### src/rtl/load_store_unit.sv
// load_store_unit
//   Memory-stage load/store unit for the 5-stage RV32I pipeline. It turns an
//   M-stage load or store into one transfer on a variable-latency req/ack data
//   bus. It holds the pipeline until that transfer completes, formats store
//   lanes and byte enables, and sign/zero-extends load data. Misaligned
//   accesses, illegal funct3 values and bus timeouts are flagged here. Trap
//   handling is done elsewhere.
//
// Ports
//   clk, rst                 clock (rising edge), async active-high reset
//   M_MemRead, M_MemWrite    access request from M stage (write wins if both)
//   M_funct3, M_Addr         access size/sign and effective byte address
//   M_WriteData              store data, value in low bits
//   M_ReadData               formatted load result, registered, held
//   lsu_stall                hold F/D/E/M, bubble into W
//   lsu_fault                1-cycle pulse: misaligned or illegal funct3
//   lsu_timeout              1-cycle pulse: bus gave no ack within TIMEOUT
//   bus_req/we/addr/wdata/be request channel, stable while bus_req is high
//   bus_ack, bus_rdata       completion strobe and read data
//
// FSM states
//   state  | meaning
//   S_IDLE | no access in flight; accept a legal access and stall at once
//   S_REQ  | bus_req asserted, waiting for bus_ack or timeout
//   S_DONE | access finished, stall released so the pipeline advances

module load_store_unit #(
  parameter int WIDTH_DATA = 32,
  parameter int WIDTH_ADDR = 32,
  parameter int TIMEOUT    = 16
) (
  input  logic                  clk,
  input  logic                  rst,
  input  logic                  M_MemRead,
  input  logic                  M_MemWrite,
  input  logic [2:0]            M_funct3,
  input  logic [WIDTH_ADDR-1:0] M_Addr,
  input  logic [WIDTH_DATA-1:0] M_WriteData,
  output logic [WIDTH_DATA-1:0] M_ReadData,
  output logic                  lsu_stall,
  output logic                  lsu_fault,
  output logic                  lsu_timeout,
  output logic                  bus_req,
  output logic                  bus_we,
  output logic [WIDTH_ADDR-1:0] bus_addr,
  output logic [WIDTH_DATA-1:0] bus_wdata,
  output logic [3:0]            bus_be,
  input  logic                  bus_ack,
  input  logic [WIDTH_DATA-1:0] bus_rdata
);

  // The counter counts REQ cycles from 0. It needs to reach TIMEOUT-1, so it
  // needs enough bits for that value. With TIMEOUT=0 it only wraps, and that
  // does no harm.
  localparam int CNT_W = (TIMEOUT > 1) ? $clog2(TIMEOUT) : 1;
  localparam logic [CNT_W-1:0] CNT_TC = CNT_W'(TIMEOUT - 1);

  typedef enum logic [1:0] {S_IDLE, S_REQ, S_DONE} state_t;

  state_t           state, state_nxt;
  logic [CNT_W-1:0] cnt;
  logic [2:0]       f3_q;
  logic [1:0]       off_q;

  logic             access, illegal, misalign, fault, start;
  logic             ack_hit, tmo_hit;
  logic [31:0]      st_wdata, ld_lane, ld_fmt;
  logic [3:0]       st_be;

  assign access = M_MemRead | M_MemWrite;

  always_comb begin
    illegal  = 1'b0;
    misalign = 1'b0;
    if (M_MemWrite)
      illegal = !(M_funct3 inside {3'b000, 3'b001, 3'b010});
    else
      illegal = !(M_funct3 inside {3'b000, 3'b001, 3'b010, 3'b100, 3'b101});
    if (M_funct3[1:0] == 2'b01)
      misalign = M_Addr[0];
    else if (M_funct3[1:0] == 2'b10)
      misalign = (M_Addr[1:0] != 2'b00);
  end

  assign fault = illegal | misalign;
  assign start = (state == S_IDLE) && access && !fault;

  // Store data goes on every lane it could land in. The slave picks the live
  // bytes using the byte enables.
  always_comb begin
    st_wdata = M_WriteData;
    st_be    = 4'b1111;
    case (M_funct3[1:0])
      2'b00: begin
        st_wdata = {4{M_WriteData[7:0]}};
        st_be    = 4'b0001 << M_Addr[1:0];
      end
      2'b01: begin
        st_wdata = {2{M_WriteData[15:0]}};
        st_be    = 4'b0011 << M_Addr[1:0];
      end
      default: ;
    endcase
  end

  assign ld_lane = bus_rdata >> {off_q, 3'b000};

  always_comb begin
    ld_fmt = ld_lane;
    case (f3_q)
      3'b000:  ld_fmt = {{24{ld_lane[7]}}, ld_lane[7:0]};
      3'b100:  ld_fmt = {24'h0, ld_lane[7:0]};
      3'b001:  ld_fmt = {{16{ld_lane[15]}}, ld_lane[15:0]};
      3'b101:  ld_fmt = {16'h0, ld_lane[15:0]};
      default: ld_fmt = ld_lane;
    endcase
  end

  always_ff @(posedge clk or posedge rst) begin
    if (rst) state <= S_IDLE;
    else     state <= state_nxt;
  end

  always_comb begin
    state_nxt = state;
    ack_hit   = 1'b0;
    tmo_hit   = 1'b0;
    case (state)
      S_IDLE: if (start) state_nxt = S_REQ;
      S_REQ: begin
        if (bus_ack) begin
          ack_hit   = 1'b1;
          state_nxt = S_DONE;
        end else if (TIMEOUT != 0 && cnt == CNT_TC) begin
          tmo_hit   = 1'b1;
          state_nxt = S_DONE;
        end
      end
      S_DONE:  state_nxt = S_IDLE;
      default: state_nxt = S_IDLE;
    endcase
  end

  // bus_req comes from the state, so an async reset drops it immediately.
  // The stall is gated by rst because the M-stage inputs may still show an
  // access while reset is held.
  assign bus_req   = (state == S_REQ);
  assign lsu_stall = !rst && (start || state == S_REQ);

  always_ff @(posedge clk or posedge rst) begin
    if (rst) begin
      M_ReadData  <= '0;
      lsu_fault   <= 1'b0;
      lsu_timeout <= 1'b0;
      bus_we      <= 1'b0;
      bus_addr    <= '0;
      bus_wdata   <= '0;
      bus_be      <= 4'b0000;
      cnt         <= '0;
      f3_q        <= 3'b000;
      off_q       <= 2'b00;
    end else begin
      lsu_fault   <= (state == S_IDLE) && access && fault;
      lsu_timeout <= tmo_hit;
      if (state == S_REQ) cnt <= cnt + CNT_W'(1);
      else                cnt <= '0;
      if (start) begin
        bus_we    <= M_MemWrite;
        bus_addr  <= {M_Addr[WIDTH_ADDR-1:2], 2'b00};
        bus_be    <= M_MemWrite ? st_be : 4'b1111;
        bus_wdata <= M_MemWrite ? st_wdata : '0;
        f3_q      <= M_funct3;
        off_q     <= M_Addr[1:0];
      end
      if (ack_hit && !bus_we)      M_ReadData <= ld_fmt;
      else if (tmo_hit && !bus_we) M_ReadData <= '0;
    end
  end

endmodule

### config.mk
export PLATFORM = sky130hd
export DESIGN_NAME = load_store_unit
export DESIGN_NICKNAME = d
export VERILOG_FILES = /design/src/rtl/load_store_unit.sv
export SDC_FILE = /design/constraint.sdc
export NUM_CORES = 1
export LEC_CHECK = 0
export CAP_MARGIN = 40
export CORE_ASPECT_RATIO = 0.5
export CORE_MARGIN = 1.5
export CORE_UTILIZATION = 40
export DETAILED_ROUTE_END_ITERATION = 10
export PLACE_DENSITY_LB_ADDON = 0.2
export SETUP_SLACK_MARGIN = 0.5
export SYNTH_ARGS = -nofsm -noshare
export SYNTH_HDL_FRONTEND = slang
export SYNTH_SLANG_ARGS = --single-unit
### constraint.sdc
create_clock -name clk -period 3.2 [get_ports clk]
set_clock_uncertainty 0.05 [all_clocks]
set_input_delay 0.32 -clock clk [delete_from_list [all_inputs] [get_ports clk]]
set_output_delay 0.32 -clock clk [all_outputs]
set_load 0.01 [all_outputs]
# --- Word level (Yosys, flattened, before mapping) ---
# Cells that the tools add are included.
classes:
  n_shift: 3
  mux: 20
  eq_ne: 13
  reduce_logical: 21
  n_addsub: 1
  n_bitwise: 2
ops:
  columns: ["cell", "n"]
  rows:
  - ["$pmux 32 s4", 1]
  - ["$mux 32", 3]
  - ["$pmux 32 s2", 1]
  - ["$shr 32x5->32", 1]
  - ["$eq 3x3->1 const B", 4]
  - ["$mux 1", 8]
  - ["$mux 4", 2]
  - ["$pmux 4 s2", 1]
  - ["$eq 3x1->1 const B", 2]
  - ["$logic_and 1x1->1", 6]
  - ["$logic_not 3->1", 2]
  - ["$mux 2", 3]
  - ["$logic_not 1->1", 5]
  - ["$reduce_bool 5->1", 1]
  - ["$add 4x1->4 const B", 1]
  - ["$eq 2x1->1 const B", 2]
  - ["$eq 4x4->1 const B", 1]
  - ["$logic_not 2->1", 2]
  - ["$pmux 2 s2", 1]
  - ["$reduce_bool 2->1", 2]
  - ["$shl 1x2->4 const A", 1]
  - ["$shl 2x2->4 const A", 1]
  - ["$eq 3x2->1 const B", 1]
  - ["$ne 3x1->1 const B", 1]
  - ["6 further kinds", 7]
totals:
  reg_bits: 112
  inputBits: 104
  elab_cells: 71
  out_inout_bits: 105

# --- Logic depth before layout (Yosys ltp) ---
# Gate-level depths: netlist of the first run.
depth:
  depth_word: 9
  mapped_depth: 7

# --- Worst setup path before layout of the first run ---
# No wires, ideal clock.
synth_timing:
  kind: "input to output"
  from: "input M_funct3[0]"
  to: "output lsu_stall"
  arrival_ns: 1.530
  n_path_buf: 3
  required_time_ns: 2.830
  path_stages: 6
  setup_slack_ns: 1.300
  cell_sequence: "buf_2 a221oi_2 o221ai_1 buf_2 clkbuf_1 a21oi_1"
synth_via:
  elab_chain_len: 9
  word_cells_on_any_way: 19
  classes_between: "6 x eq/ne; 3 x mux; 1 x bitwise; 9 x reduce/logical"
synth_lines:
  columns: ["item", "line_no", "rtl"]
  rows:
  - ["from (decl)", "36", "input logic [2:0] M_funct3,"]
  - ["$eq 3x1->1 (tied with other cells)", "76, 78", null]
  - ["$reduce_bool 5->1 or $reduce_bool 3->1 (tied branches)", "78, 76", null]
  - ["$logic_not 1->1 (on tied branches)", "78, 76", null]
  - ["$mux 1", "75", "if (M_MemWrite)"]
  - ["$or 1x1->1 (*)", "85", "assign fault = illegal | misalign;"]
  - ["$logic_not 1->1 (*)", "86", "assign start = (state == S_IDLE) && access && !fault;"]
  - ["$logic_and 1x1->1 (*)", "86", null]
  - ["$logic_or 1x1->1 (*)", "148", "assign lsu_stall = !rst && (start || state == S_REQ);"]
  - ["$logic_and 1x1->1 (*)", "148", null]
  - ["to (decl)", "40", "output logic lsu_stall,"]
# Mark *: on every way between the ends. The rest lies on a longest branch, timed or not.

# --- Final worst setup path of the first run ---
# Ends and elaborated chain as after synthesis.

==> results of run 1 <==
## path summary, 6_finish.rpt
path                                           start  cells past startpoint  slack [ns]                    endpoint
worst max-delay path                     M_funct3[0]                      5        0.66                   lsu_stall
worst min-delay path                cnt[0]$_DFF_PP0_                      1        0.41            cnt[0]$_DFF_PP0_
worst max register to register  state[1]$_DFFE_PP0P_                      5        0.99  M_ReadData[28]$_DFFE_PP0P_
worst min register to register      cnt[0]$_DFF_PP0_                      1        0.41            cnt[0]$_DFF_PP0_
max in group asynchronous                        rst                      3        2.01   bus_wdata[25]$_DFFE_PP0P_
min in group asynchronous                        rst                      3        0.53     bus_addr[2]$_DFFE_PP0P_
## stage by stage
step	total power, mW	hold slack, ns	cell area (µm²)	utilization (%)	setup slack, ns
2_1_floorplan	3.301	0.3403	5288	-	1.300
3_3_place_gp	4.558	0.4000	7480	58.56	0.6024
3_5_place_dp	4.599	0.4034	7495	58.68	0.5519
4_1_cts	5.709	0.4159	7772	60.85	0.5478
5_1_grt	5.994	0.4513	7795	61.03	0.5821
6_report	5.643	0.4095	7795	61.03	0.6632
## cell families (layout without fill, tap and decap cells)
group | Yosys count | in the layout | synth area share, %
simple gates | 128 | 128 | 11.56
flops | 112 | 112 | 53.08
compound gates | 109 | 109 | 14.34
mux | 78 | 78 | 16.37
buf+inv | 43 | 236 | 3.839
xor+xnor | 3 | 3 | 0.4977
fa+ha+maj | 1 | 1 | 0.2369
other cells | 1 | 2 | 0.07102
## report_power, final
| group | switching (mW) | internal [mW] |
|---|---|---|
| Clock | 0.551 | 0.537 |
| Combinational | 0.957 | 1.40 |
| Sequential | 0.302 | 1.90 |
## routing by layer
layer | vias to the layer above | global-route usage (%) | part of all wire [%] | wire (µm)
li1 | 2070 | - | - | -
met4 | 0 | 4.545 | 0.63 | 89
met5 | - | 0 | 0 | 0
met1 | 2061 | 28.28 | 46 | 6462
met2 | 141 | 33.71 | 46 | 6525
met3 | 7 | 6.818 | 7.7 | 1091
## registers in the layout, indices dropped and copies added (netlist names)
| register | cells |
|---|---|
| bus_addr | 30 |
| lsu_fault | 1 |
| bus_be | 4 |
| bus_we | 1 |
| lsu_timeout | 1 |
| off_q | 2 |
| M_ReadData | 32 |
| f3_q | 3 |
| bus_wdata | 32 |
| state | 2 |
| cnt | 4 |
## area by class of cell
| cell class | count | share of cell area, % |
|---|---|---|
| Clock inverter | 6 | 0.6742 |
| Timing Repair Buffer | 217 | 27.80 |
| Clock buffer | 9 | 2.889 |
| Sequential cell | 112 | 35.96 |
| Inverter | 4 | 0.2408 |
| Multi-Input combinational cell | 321 | 29.71 |
| Tap cell | 170 | 2.729 |
## critical path, delay by kind of cell
kind	cells	cell delay (ns)
AOI/OAI and AO/OA	3	0.76
buffers and inverters	2	1.08
## cells in the final DEF, fill, tap and decap left out, types with 3 or more instances in the layout
cell type / netlist / final
nor2b_1: 8 / 8
o2bb2ai_1: 8 / 8
nand3b_1: 8 / 8
a21oi_1: 10 / 10
clkinvlp_4: 0 / 3
dfrtp_1: 112 / 112
buf_4: 2 / 9
mux2i_1: 23 / 23
a211o_1: 15 / 15
o211ai_1: 8 / 8
nor2_1: 20 / 20
a221o_1: 8 / 8
mux2_2: 53 / 53
nand2_1: 77 / 77
o21ai_0: 46 / 46
a32o_1: 7 / 7
clkbuf_16: 0 / 9
clkdlybuf4s50_1: 0 / 205
## what timing repair did
action	CTS	global route
hold buffers	0	0
gates resized for setup	0	3
setup endpoints to repair	0	1
==> results.json, run 1 <==
{
  "fin_crit_ns": 2.537,
  "gr-total-overflow": 0,
  "outcome": "finished, final reports clean",
  "crit_path_end_kind": "primary output",
  "cts_buffer_depth": 2,
  "slowest_delay_ns": 0.56,
  "portBuffers": 206,
  "required_ns": 2.83,
  "coreArea_um2": 12770,
  "worstPathCellList": "clkdlybuf4s50_1 -> a221oi_4 -> o221ai_4 -> a21oi_1 -> clkdlybuf4s50_1",
  "wire_per_inst_um": 16.89,
  "via_per_inst": 5.100,
  "grt_pass1_wl_um": 22820,
  "synth.most_common_cell": "dfrtp_1",
  "crit_path_start_kind": "input pin",
  "final_antenna_net_count": 0,
  "final_max_slew_viol_count": 0,
  "fin_cells": 839,
  "cp_common_cell": "clkdlybuf4s50_1",
  "drive_gt1_share_pct": 13.60,
  "cp_max_fo": 3,
  "totalWireLength_um": 14170,
  "vias": 4279,
  "crit_type": "input pin to primary output",
  "dp_hpwl_um": 10110,
  "clkTransAtPathRegs_ns": 0.07,
  "setup_viol": 0,
  "die_area_um2": 13940,
  "ir_drop_uv": 390.4,
  "finalHoldViolations": 0,
  "cts.htree.levels": 3,
  "io_pins": 209,
  "clkLatencyLatePin_ns": 0.35,
  "synth_area_per_cell_um2": 11.12,
  "timing.setup.tns_ns": 0,
  "syn_to_final_growth_pct": 47.63,
  "power_density_nw_per_um2": 723.9,
  "fillers": 1093,
  "slowest_stage": "clkdlybuf4s50_1",
  "ys_ff_latch": 112,
  "die_h_um": 84.24,
  "tightest_slew_ns": 0.8995,
  "fin_nets": 770,
  "yosysUniqueCellTypes": 46,
  "cts_sinks": 112,
  "antenna_cells": 0,
  "synth.area.top_cells": "dfrtp_1, mux2_2, nand2_1, mux2i_1, o21ai_0",
  "synthFlopType": "dfrtp_1",
  "place.gp.congestion": 0.7905,
  "cts_tree": "done",
  "drt_iter0_drc": 368,
  "leakage_nw": 3.339,
  "rows": 29,
  "drt_pass1_iterations": 5,
  "root_buffer": "clkbuf_16",
  "cts-buffers-inserted": 9,
  "multiInputGateArea_um2": 2316,
  "grt_usage_pct": 21.17,
  "relSlewSlack_pct": 39.59,
  "postSynthCellCount": 475,
  "grt_max_degree": 111,
  "ff_latch_area_um2": 2803,
  "grt_pass1_vias": 4298,
  "cp.arrival_ns": 2.17,
  "place_inst": 824,
  "timing.fmax_mhz": 394.2,
  "antenna_found_initial": 0,
  "initial_core_util_pct": 41.34,
  "synth_edf_count": 0,
  "synth_area_um2": 5280,
  "fin_crit_sh_pct": 79.27,
  "post_cts_buffers": 0,
  "synth_warnings": 0,
  "rsz0062_at_grt": "no",
  "min_path_type": "flip-flop to flip-flop",
  "maxCapViolCount": 0,
  "yosys.area.top_type": "dfrtp_1",
  "synthTopCellsByCount": "dfrtp_1, nand2_1, mux2_2",
  "route.detailed.drc": 0,
  "die_x_um": 165.5,
  "synthArstFlopShare_pct": 100.0,
  "seq_area_frac_synth_pct": 53.08,
  "yosysTopAreaCellShare_pct": 53.08
}
Note: power is estimated with default switching activity, not from simulation.
==> run 2: changes to the inputs <==
==> constraint.sdc (replaced) <==
create_clock -name clk -period 2.2 [get_ports clk]
set_clock_uncertainty 0.05 [all_clocks]
set_input_delay 0.22 -clock clk [delete_from_list [all_inputs] [get_ports clk]]
set_output_delay 0.22 -clock clk [all_outputs]
set_load 0.01 [all_outputs]
==> results.json, run 2 (synthesis gave the netlist of run 1 again) <==
{
  "outcome": "finished, final reports clean",
  "slowest_delay_ns": 0.46,
  "totalWireLength_um": 15270,
  "route.detailed.drc": 0,
  "crit_type": "flip-flop to flip-flop",
  "clkLatencyLatePin_ns": 0.34,
  "grt_max_degree": 62,
  "final_max_slew_viol_count": 0,
  "drive_gt1_share_pct": 19.14,
  "crit_path_end_kind": "flip-flop",
  "cts.htree.levels": 3,
  "vias": 4492,
  "setup_viol": 0,
  "grt_usage_pct": 22.23,
  "grt_pass1_wl_um": 23950,
  "fin_nets": 800,
  "timing.fmax_mhz": 528.3,
  "grt_pass1_vias": 4535,
  "finalHoldViolations": 0,
  "placed_cell_area_um2": 7667,
  "syn_to_final_growth_pct": 55.52,
  "worstPathCellList": "mux2_4 -> a222oi_1 -> nor4_4 -> buf_6 -> a221o_1",
  "die_x_um": 165.5,
  "largestRegisters": "M_ReadData: 32 flops, bus_wdata: 32 flops, bus_addr: 30 flops",
  "root_buffer": "clkbuf_16",
  "drt_pass1_iterations": 4,
  "cts-buffers-inserted": 9,
  "tightest_slew_ns": 0.7448,
  "rsz0062_at_grt": "yes",
  "fillers": 1055,
  "io_pins": 209,
  "min_path_type": "input pin to asynchronous set/reset pin",
  "relSlewSlack_pct": 50.16,
  "leakage_nw": 3.565,
  "cts_sinks": 112,
  "ff_latch_area_um2": 2805,
  "die_h_um": 84.24,
  "fin_crit_ns": 1.893,
  "antenna_found_initial": 0,
  "slowest_stage": "dfrtp_2",
  "place.gp.congestion": 0.8807,
  "path_delay_family": "compound AO/OA/AOI/OAI gates",
  "pre_cts_slack_ns": -0.1282,
  "die_area_um2": 13940,
  "clkTransAtPathRegs_ns": 0.07,
  "via_per_inst": 5.163,
  "power_density_nw_per_um2": 1048,
  "r2r_cells": 5,
  "initial_core_util_pct": 41.34,
  "post-route-cell-area_um2": 8212,
  "cts_buffer_depth": 2,
  "hold_buffers": 0,
  "report.power.total_mw": 8.604,
  "portBuffers": 206,
  "finalWorstSetupSlack_ns": 0.3070,
  "rows": 29,
  "layout_commonest_cell": "clkdlybuf4s50_1",
  "cp.arrival_ns": 2.07,
  "drt_iter0_drc": 341,
  "multiInputGateArea_um2": 2369,
  "wire_per_inst_um": 17.55,
  "final_cell_mix": "clkdlybuf4s50_1, dfrtp_1, nand2_1",
  "gr-total-overflow": 0,
  "coreArea_um2": 12770,
  "cts_tree": "done",
  "crit_path_start_kind": "flip-flop",
  "cp_max_fo": 16,
  "dp_hpwl_um": 10970,
  "maxCapViolCount": 0,
  "required_ns": 2.38,
  "timing.setup.tns_ns": 0,
  "cp.depth": 5,
  "fin_crit_sh_pct": 86.04,
  "final_antenna_net_count": 0,
  "ir_drop_uv": 612.4,
  "critPathBufInv": 1,
  "antenna_cells": 0
}
run 2: final timing paths:
kind                                              endpoint  slack, ns                      from
worst max register to register  M_ReadData[31]$_DFFE_PP0P_       0.31      off_q[1]$_DFFE_PP0P_
worst max-delay path            M_ReadData[31]$_DFFE_PP0P_       0.31      off_q[1]$_DFFE_PP0P_
max in group asynchronous             off_q[1]$_DFFE_PP0P_       1.13                       rst
worst min register to register    bus_wdata[2]$_DFFE_PP0P_       0.43  bus_wdata[2]$_DFFE_PP0P_
min in group clk                      off_q[1]$_DFFE_PP0P_       0.38                 M_Addr[1]
worst min-delay path              bus_addr[20]$_DFFE_PP0P_       0.31                       rst
run 2: routing by layer:
| metal | track usage (%) | wire, µm | vias to the layer above |
|---|---|---|---|
| li1 | - | - | 2137 |
| met1 | 28.01 | 6373 | 2180 |
| met2 | 36.93 | 7329 | 165 |
| met3 | 7.312 | 1406 | 10 |
| met4 | 5.601 | 161 | 0 |
| met5 | 0 | 0 | - |
run 2: worst reg2reg max path: cells and delay by family, from the launching register on:
family	cells	cell delay, ns
simple gates	1	0.07
compound gates	2	0.71
flops	1	0.46
mux	1	0.32
buf+inv	1	0.18
run 2: power by group:
part	leakage, nW	internal (mW)	switching [mW]	total (mW)
logic	2.00	2.20	1.48	3.68
registers	1.41	2.76	0.432	3.19
clock network	0.152	0.955	0.772	1.73
total	3.57	5.92	2.69	8.60
run 2: through the flow:
| stage | hold slack, ns | std cells | util (%) |
|---|---|---|---|
| floorplan | 0.2403 | 476 | - |
| detailed placement | 0.4099 | 840 | 60.03 |
| global placement | 0.4023 | 840 | 60.03 |
| global route | 0.3518 | 870 | 64.29 |
| CTS | 0.3013 | 861 | 63.46 |
| finish | 0.3140 | 870 | 64.29 |
run 2: what timing repair did:
item / 4_1_cts / 5_1_grt
endpoints found under the setup margin: 75 / 41
setup buffers: 4 / 8
gates resized for setup: 22 / 11
cloned: 1 / 1
pin swaps: 3 / 6
run 2: area by class of cell:
cell class	count	share of cell area, %
multi-input combinational	321	28.84
sequential	112	34.16
inverter	4	0.2286
timing repair buffer	247	30.32
tap	170	2.590
clock inverter	5	0.7771
clock buffer	11	3.078
==> run 3: changes to the inputs <==
--- a/config.mk
+++ b/config.mk
@@ -7,7 +7,7 @@
 export LEC_CHECK = 0
 export CAP_MARGIN = 40
 export CORE_ASPECT_RATIO = 0.5
-export CORE_MARGIN = 1.5
+export CORE_MARGIN = 4
 export CORE_UTILIZATION = 40
 export DETAILED_ROUTE_END_ITERATION = 10
 export PLACE_DENSITY_LB_ADDON = 0.2
==> results.json, run 3 (synthesis gave the netlist of run 1 again) <==
{
  "vias": 4436,
  "final_antenna_net_count": 0,
  "hold_buffers": 0,
  "portBuffers": 206,
  "report.power.total_mw": 8.457,
  "finalHoldViolations": 0,
  "die_h_um": 89.24,
  "io_pins": 209,
  "clkTransAtPathRegs_ns": 0.08,
  "die_x_um": 170.5,
  "clkLatencyLatePin_ns": 0.34,
  "fin_crit_sh_pct": 85.42,
  "fin_util_pct": 63.86,
  "drt_pass1_iterations": 7,
  "r2r_cells": 6,
  "drive_gt1_share_pct": 19.63,
  "whs_endpoint": "lsu_fault$_DFF_PP0_",
  "ff_latch_area_um2": 2804,
  "final_cell_mix": "clkdlybuf4s50_1, dfrtp_1, nand2_1",
  "path_delay_family": "simple AND/OR/NAND/NOR gates",
  "crit_type": "flip-flop to flip-flop",
  "rows": 29,
  "grt_pass1_wl_um": 24010,
  "timing.fmax_mhz": 532.1,
  "gr-total-overflow": 0,
  "cts-buffers-inserted": 9,
  "slowest_delay_ns": 0.40,
  "critPathBufInv": 1,
  "dp_hpwl_um": 11050,
  "coreArea_um2": 12770,
  "via_per_inst": 5.111,
  "outcome": "finished, final reports clean",
  "place.gp.congestion": 0.8127,
  "cp_max_fo": 16,
  "cts_sinks": 112,
  "root_buffer": "clkbuf_16",
  "die_area_um2": 15210,
  "drt_iter0_drc": 293,
  "worstReg2RegEnd": "M_ReadData[31]$_DFFE_PP0P_",
  "cp-startpoint": "cnt[1]$_DFF_PP0_",
  "cp.arrival_ns": 2.06,
  "cts.htree.levels": 3,
  "multiInputGateArea_um2": 2382,
  "post-route-cell-area_um2": 8157,
  "r2r_start": "cnt[1]$_DFF_PP0_",
  "largestRegisters": "M_ReadData: 32 flops, bus_wdata: 32 flops, bus_addr: 30 flops",
  "grt_max_degree": 87,
  "min-delay-start": "M_Addr[1]",
  "totalWireLength_um": 15360,
  "worstPathCellList": "ha_2 -> and3_4 -> nor2_4 -> or3_4 -> buf_12 -> a221o_1",
  "antenna_found_initial": 0,
  "final_max_slew_viol_count": 0,
  "required_ns": 2.38,
  "fin_nets": 798,
  "slowest_stage": "or3_4",
  "ir_drop_uv": 623.2,
  "route.detailed.drc": 0,
  "antenna_cells": 0,
  "grt_usage_pct": 19.90,
  "fin_cells": 868,
  "leakage_nw": 3.550,
  "placed_cell_area_um2": 7639,
  "fillers": 1053,
  "syn_to_final_growth_pct": 54.48,
  "rsz0062_at_grt": "yes",
  "setup_viol": 0,
  "fin_crit_ns": 1.879,
  "grt_pass1_vias": 4516,
  "whs_path_depth": 3,
  "place_inst": 839,
  "r2r_slack_ns": 0.32,
  "power_density_nw_per_um2": 1037,
  "crit_path_start_kind": "flip-flop",
  "initial_core_util_pct": 41.34,
  "min_path_type": "input pin to flip-flop",
  "layout_commonest_cell": "clkdlybuf4s50_1",
  "crit_path_end_kind": "flip-flop",
  "cts_tree": "done",
  "cts_buffer_depth": 2,
  "wire_per_inst_um": 17.69,
  "maxCapViolCount": 0
}
## run 3: area by class of cell
| cell class | instances | share of cell area, % |
|---|---|---|
| Clock inverter | 7 | 0.6596 |
| Sequential cell | 112 | 34.38 |
| Inverter | 4 | 0.2301 |
| Tap cell | 170 | 2.608 |
| Multi-Input combinational cell | 321 | 29.21 |
| Clock buffer | 9 | 2.761 |
| Timing Repair Buffer | 245 | 30.16 |
## run 3: worst max path at each step
stage | cells past startpoint | endpoint
5_1_grt | 5 | M_ReadData[31]$_DFFE_PP0P_
3_5_place_dp | 5 | lsu_stall
2_1_floorplan | 6 | M_ReadData[21]$_DFFE_PP0P_
6_report | 6 | M_ReadData[31]$_DFFE_PP0P_
3_3_place_gp | 5 | lsu_stall
4_1_cts | 5 | M_ReadData[31]$_DFFE_PP0P_
## run 3: worst reg2reg max path, stage by stage, from the launching register on
cell and delay (ns):
dfrtp_1 0.36, ha_2 0.19, and3_4 0.21, nor2_4 0.04, or3_4 0.41, buf_12 0.17, a221o_1 0.35
## run 3: metal layers
layer,vias to the layer above,wire length [µm],GRT usage (%)
li1,2127,-,-
met1,2159,6725,26.36
met2,142,7485,33.74
met3,8,1061,5.521
met4,0,82,3.406
met5,-,0,0
## run 3: timing repair
action | in CTS | in global routing
endpoints found under the setup margin | 77 | 50
gates resized for setup | 16 | 22
pin swaps | 3 | 11
cloned | 1 | 1
buffers inserted | 7 | 4
## run 3: power by group
part           switching (mW)  leakage, nW  internal, mW
logic                    1.51         2.00          2.19
registers               0.426         1.41          2.76
clock network           0.789        0.141         0.783
total                    2.72         3.55          5.74
## run 3: per-stage QoR
| step | TNS (ns) | hold WS, ns | setup slack (ns) |
|---|---|---|---|
| final | 0 | 0.2953 | 0.3207 |
| after global routing | 0 | 0.3126 | 0.2701 |
| after CTS | 0 | 0.3262 | 0.2968 |
| after detailed placement | -0.6201 | 0.4058 | -0.1039 |
| after global placement | -0.4106 | 0.4012 | -0.09598 |
| after floorplan | 0 | 0.2403 | 0.3681 |
